## src/rtl/prog_counter_if.sv

```systemverilog
// prog_counter_if: control and status bundle for prog_counter.
//   master modport: drives control inputs, observes count/status (wrapper or bench).
//   slave modport : the counter itself.
//   Signals: ena, load, load_sel, data[DATA_W], count_en, up_dn, sat_mode,
//            prescale[PRESCALE_W], oe_n -> count_out[WIDTH], tc_pulse, at_bound.
interface prog_counter_if #(
  parameter int WIDTH      = 8,
  parameter int DATA_W     = 6,
  parameter int PRESCALE_W = 4
);
  logic                  ena;
  logic                  load;
  logic                  load_sel;
  logic [DATA_W-1:0]     data;
  logic                  count_en;
  logic                  up_dn;
  logic                  sat_mode;
  logic [PRESCALE_W-1:0] prescale;
  logic                  oe_n;
  logic [WIDTH-1:0]      count_out;
  logic                  tc_pulse;
  logic                  at_bound;

  modport master (
    output ena, load, load_sel, data, count_en, up_dn, sat_mode, prescale, oe_n,
    input  count_out, tc_pulse, at_bound
  );

  modport slave (
    input  ena, load, load_sel, data, count_en, up_dn, sat_mode, prescale, oe_n,
    output count_out, tc_pulse, at_bound
  );
endinterface

```

## src/rtl/prog_counter.sv

```systemverilog
// prog_counter: programmable up/down counter with limit register, wrap or
// saturate boundary handling, clock-enable prescaler and a registered
// terminal-count pulse.
//   clk   : rising-edge clock
//   rst_n : synchronous active-low reset
//   bus   : prog_counter_if.slave (control in, count_out/tc_pulse/at_bound out)
module prog_counter #(
  parameter int WIDTH      = 8,
  parameter int DATA_W     = 6,
  parameter int PRESCALE_W = 4
) (
  input  logic          clk,
  input  logic          rst_n,
  prog_counter_if.slave bus
);

  logic [WIDTH-1:0]      count;
  logic [WIDTH-1:0]      limit;
  logic [PRESCALE_W-1:0] pre_cnt;
  logic                  tc_pulse;

  logic                  tick;
  logic [WIDTH-1:0]      next_count;
  logic                  tc_event;

  // A step happens only when the prescaler has reached its compare value.
  assign tick = bus.count_en && (pre_cnt == bus.prescale);

  // Next count value for a tick, and whether that tick is a terminal event.
  // NOTE: every output of this block gets a default first so no latch is inferred.
  always_comb begin
    next_count = count;
    tc_event   = 1'b0;
    if (bus.up_dn) begin
      if (count < limit) begin
        next_count = count + 1'b1;
        // In saturate mode, arriving on the limit is the terminal event.
        tc_event   = bus.sat_mode && (count + 1'b1 == limit);
      end else if (bus.sat_mode) begin
        // count > limit (after a limit reload) clamps and pulses; pinned does not.
        next_count = limit;
        tc_event   = (count != limit);
      end else begin
        next_count = '0;
        tc_event   = 1'b1;
      end
    end else begin
      if (count != '0) begin
        next_count = count - 1'b1;
        tc_event   = bus.sat_mode && (count == WIDTH'(1));
      end else if (!bus.sat_mode) begin
        next_count = limit;
        tc_event   = 1'b1;
      end
    end
  end

  // NOTE: reset is sampled on the clock edge here (synchronous), so rst_n is
  // deliberately absent from the sensitivity list; state uses non-blocking
  // assignments so all registers update together on the edge.
  always_ff @(posedge clk) begin
    if (!rst_n) begin
      count    <= '0;
      limit    <= '1;
      pre_cnt  <= '0;
      tc_pulse <= 1'b0;
    end else if (!bus.ena) begin
      tc_pulse <= 1'b0;
    end else if (bus.load) begin
      tc_pulse <= 1'b0;
      if (!bus.load_sel) begin
        count   <= WIDTH'(bus.data);
        pre_cnt <= '0;
      end else begin
        limit   <= WIDTH'(bus.data);
      end
    end else begin
      if (bus.count_en) begin
        // A prescale value lowered below pre_cnt lets pre_cnt run on and wrap.
        pre_cnt <= tick ? '0 : pre_cnt + 1'b1;
      end
      if (tick) begin
        count <= next_count;
      end
      tc_pulse <= tick && tc_event;
    end
  end

  assign bus.tc_pulse  = tc_pulse;
  assign bus.at_bound  = bus.up_dn ? (count >= limit) : (count == '0);
  assign bus.count_out = bus.oe_n ? '0 : count;

endmodule
```

## src/flat_wrapper.sv

```systemverilog
// flat-port wrapper written by rule: the top's interface ports become plain ports
module prog_counter_flat 
#(
  parameter int WIDTH      = 8,
  parameter int DATA_W     = 6,
  parameter int PRESCALE_W = 4
)
  (clk, rst_n, bus_ena, bus_load, bus_load_sel, bus_data, bus_count_en, bus_up_dn, bus_sat_mode, bus_prescale, bus_oe_n, bus_count_out, bus_tc_pulse, bus_at_bound);
  prog_counter_if #(.WIDTH(WIDTH), .DATA_W(DATA_W), .PRESCALE_W(PRESCALE_W)) bus_i ();
  input  logic clk;
  input  logic rst_n;
  input wire logic [$bits(bus_i.ena)-1:0] bus_ena;
  input wire logic [$bits(bus_i.load)-1:0] bus_load;
  input wire logic [$bits(bus_i.load_sel)-1:0] bus_load_sel;
  input wire logic [$bits(bus_i.data)-1:0] bus_data;
  input wire logic [$bits(bus_i.count_en)-1:0] bus_count_en;
  input wire logic [$bits(bus_i.up_dn)-1:0] bus_up_dn;
  input wire logic [$bits(bus_i.sat_mode)-1:0] bus_sat_mode;
  input wire logic [$bits(bus_i.prescale)-1:0] bus_prescale;
  input wire logic [$bits(bus_i.oe_n)-1:0] bus_oe_n;
  output wire logic [$bits(bus_i.count_out)-1:0] bus_count_out;
  output wire logic [$bits(bus_i.tc_pulse)-1:0] bus_tc_pulse;
  output wire logic [$bits(bus_i.at_bound)-1:0] bus_at_bound;
  assign bus_i.ena = bus_ena;
  assign bus_i.load = bus_load;
  assign bus_i.load_sel = bus_load_sel;
  assign bus_i.data = bus_data;
  assign bus_i.count_en = bus_count_en;
  assign bus_i.up_dn = bus_up_dn;
  assign bus_i.sat_mode = bus_sat_mode;
  assign bus_i.prescale = bus_prescale;
  assign bus_i.oe_n = bus_oe_n;
  assign bus_count_out = bus_i.count_out;
  assign bus_tc_pulse = bus_i.tc_pulse;
  assign bus_at_bound = bus_i.at_bound;
  prog_counter #(.WIDTH(WIDTH), .DATA_W(DATA_W), .PRESCALE_W(PRESCALE_W)) u_core (.clk(clk), .rst_n(rst_n), .bus(bus_i));
endmodule
```

## config.mk

```make
export PLATFORM = sky130hd
export DESIGN_NAME = prog_counter_flat
export DESIGN_NICKNAME = d
export VERILOG_FILES = /design/src/rtl/prog_counter_if.sv /design/src/rtl/prog_counter.sv /design/src/flat_wrapper.sv
export SDC_FILE = /design/constraint.sdc
export NUM_CORES = 1
export LEC_CHECK = 0
export ABC_AREA = 1
export CORE_MARGIN = 2
export CORE_UTILIZATION = 55
export DETAILED_ROUTE_END_ITERATION = 16
export HOLD_SLACK_MARGIN = 0.06
export PLACE_DENSITY = 0.8
export SETUP_SLACK_MARGIN = 0.1
export SYNTH_ARGS = -nofsm -noshare
export SYNTH_HDL_FRONTEND = slang
export SYNTH_SLANG_ARGS = --single-unit
```

## constraint.sdc

```tcl
create_clock -name clk -period 1.9 [get_ports clk]
set_input_delay 0.19 -clock clk [delete_from_list [all_inputs] [get_ports clk]]
set_output_delay 0.19 -clock clk [all_outputs]
set_load 0.05 [all_outputs]
```

==> key figures <==
Synthesis
  – Top-count cell post-synth: nand2_1
  – Post-synth EDFFs: 0
  – Syn Inst Count: 359
  – Top post-synthesis cells by area: nand2_1, dfxtp_1, nand3_1, nor2_1, ha_1
  – Share of the synthesized area in the top cell type: 21.2%
  – Yosys reg bits: 20
  – Yosys warnings: 0
  – Register area share after synthesis: 19.3%
  – Post-synth cell types: 32
  – Yosys top cell by area: nand2_1
  – Most used DFF post-synth: dfxtp_1
  – Syn Nets: 391
  – Post-Syn Area: 2080 um2
  – Commonest cells post-synth: nand2_1, nor2_1, nand3_1, inv_1, dfxtp_1
  – Fraction of registers with async set or reset after synthesis: 0%
  – Mean Syn Cell Area: 5.78 um2

CTS
  – Clock Tree Buf Depth: 2
  – CTS Sinks: 20
  – Register clock-pin slew on the reported worst setup and hold paths: 0.09 ns
  – TritonCTS clock tree: built
  – Worst-Skew Late Latency: 0.27 ns
  – Root Driver: clkbuf_8
  – Total CTS buffers: 3
  – Number of H-tree levels: 1

Cells and area
  – Register area: 428 um2
  – Layout Nets: 451
  – Fill count: 235
  – Post-route cell area: 3010 um2
  – Synth-to-Final Area Change: 45.1%
  – Antenna fix cells: 0
  – Share of cells above drive strength 1: 29.7%
  – Area of the multi-input gates: 1630 um2

Floorplan
  – Core footprint: 3630 um2
  – # rows: 22
  – Number of I/O pins: 29
  – Die H: 65.4 um
  – Die W: 65.4 um
  – Initial Utilization: 57.1%
  – Die area: 4280 um2

Pwr
  – Comb pwr share: 43.7%
  – Leak Pwr: 1.45 nW
  – Flop pwr share: 32.2%
  – Switching power: 0.564 mW
  – Pwr/cell area: 482 nW/um2
  – Internal Power: 0.887 mW
  – Clk pwr share: 24.1%
  – Peak VDD IR: 0.415 mV
  – Sw Ratio: 38.9%

STA
  – Slew margin rel.: 57.4%
  – # setup viols final: 1
  – Worst Skew: 0.00638 ns
  – Post-layout minimum cycle time: 1.93 ns
  – Fin crit share: 101%
  – RSZ-0062 raised after global routing: true
  – Final hold violations: 0
  – Worst-Margin Slew: 0.638 ns
  – Fmax: 519 MHz
  – Min setup slack post-route: -0.0269 ns
  – Final Max Slew Viols: 0

Global route
  – First-pass GRT wire length: 11700 um
  – GRT Residual Overflow: 0
  – Number of global-route vias before repair: 2506
  – Largest net degree at the start of global routing: 15
  – Antenna violations before repair: 0
  – Total GRT Usage: 35.6%

Run status
  – Status: finished, violations left
  – Failing checks: negative setup slack

Placement
  – DP Wirelength: 4680 um
  – # port buffers: 28
  – Routability cong.: 1.03
  – Area after DPL: 2580 um2
  – Dpl ws: 0.0252 ns

Detailed routing
  – Drt pass-1 iters: 5
  – Violation count after the first detailed-route iteration: 283
  – Vias/cell: 5.73
  – Routed WL per cell: 15.7 um
  – DRC viols: 0
  – DRT antenna net count: 0
  – DRT Wirelength: 7340 um
  – Via count: 2671

Setup path
  – Crit path DAT: 1.74 ns
  – Setup Crit Path Kind: register to output port
  – Crit-path slowest cell: dfxtp_2
  – Reg2reg setup slack: 0.07 ns
  – CP peak stage delay: 0.37 ns
  – Largest fanout on the critical path: 4
  – Critical Path End Type: output port
  – Critical path required time: 1.71 ns
  – Startpoint class of the critical path: register
  – Critical-path cell list: inv_4 > ha_4 > nand2_2 > buf_4 > nor3_4 > o31ai_4 > inv_2 > buf_12

Flow run
  – MaxCap Viol Count: 0

Min path
  – Hold Path Class: register to register
-- routing by layer --
metal  up-vias  wire, um  global-route usage (%)
li1       1263         -                       -
met1      1190      2850                    45.6
met2       170      3330                    59.3
met3        48       708                    3.94
met4         0       446                    17.7
met5         -         0                       0
-- cells in the final DEF (no fill, tap or decap), types with 2 or more instances in the layout --
master           count
ha_2                 2
nor3_1               4
a21oi_1             10
o21ai_1              3
inv_4                2
ha_4                 7
nand3_1             37
nand2_1            111
a21oi_2              9
dfxtp_2             10
nand2_2              8
dfxtp_4              4
nand4_1              7
nand3b_1             2
clkbuf_8             4
ha_1                 4
nand2_4              5
nor2_2               6
xor2_1               3
dfxtp_1              6
buf_12              10
xnor2_1              2
o21ai_0             10
clkdlybuf4s50_1     19
nor2_4               6
buf_4               35
inv_2               10
buf_6                2
clkinv_1             2
nor2_1              44
inv_1               26
-- flip-flops by register name (all words and copies together) (netlist names) --
register	count
u_core.count	8
u_core.limit	7
u_core.pre_cnt	4
u_core.bus.tc_pulse	1
-- cell type report --
class	count	share of cell area, %
well taps	48	1.99
flip-flops and latches	20	14.2
inverters	41	5.32
clock buffers	4	1.83
multi-input cells	287	54.2
repair buffers	66	22.4
-- what timing repair did --
item | CTS | global route
gates cloned | 0 | 0
setup endpoints to repair | 6 | 10
hold buffers | 0 | 0
gates resized for setup | 43 | 18
setup buffers | 14 | 4
pin swaps | 17 | 8
-- final timing paths --
path	cells after the start	to	startpoint
max	8	bus_at_bound	u_core.limit[6]
min reg2reg	2	u_core.pre_cnt[3]	u_core.pre_cnt[3]
max reg2reg	15	u_core.count[5]	u_core.limit[3]
min	2	u_core.pre_cnt[3]	u_core.pre_cnt[3]
-- critical path: cells and delay by family (launching register included) --
kind / cells / cell delay (ns)
flip-flops: 1 / 0.37
AO/OA/AOI/OAI: 1 / 0.10
AND/OR/NAND/NOR: 2 / 0.31
buffers and inverters: 4 / 0.42
adder cells (fa/ha/maj): 1 / 0.28
-- kinds of logic (layout without fill, tap and decap cells) --
logic type | count (synthesis) | count (layout) | share of synthesized area (%)
flops | 20 | 20 | 19.3
xor+xnor | 5 | 5 | 2.11
fa+ha+maj | 13 | 13 | 7.84
compound gates | 37 | 37 | 10.7
simple gates | 232 | 232 | 48.9
buf+inv | 52 | 111 | 11.2
-- through the flow --
stage	cells	utilization, %	setup TNS (ns)	total power, mW	hold WS (ns)
finish	466	82.9	-0.0269	1.45	0.539
global route	466	82.9	-0.0998	1.51	0.550
CTS	462	80.1	0	1.39	0.537
detailed placement	444	71.1	0	0.996	0.516
global placement	444	71.1	0	0.990	0.509
floorplan	359	-	0	0.817	0.266
-- power by group through the flow --
stage | Sequential [mW] | Combinational (mW) | Clock, mW
after detailed placement | 0.473 | 0.524 | 0
after floorplan | 0.466 | 0.351 | 0
after global placement | 0.472 | 0.517 | 0
after global routing | 0.468 | 0.686 | 0.360
final | 0.466 | 0.634 | 0.350
after CTS | 0.463 | 0.581 | 0.347
Power figures use the tool's default switching activity.
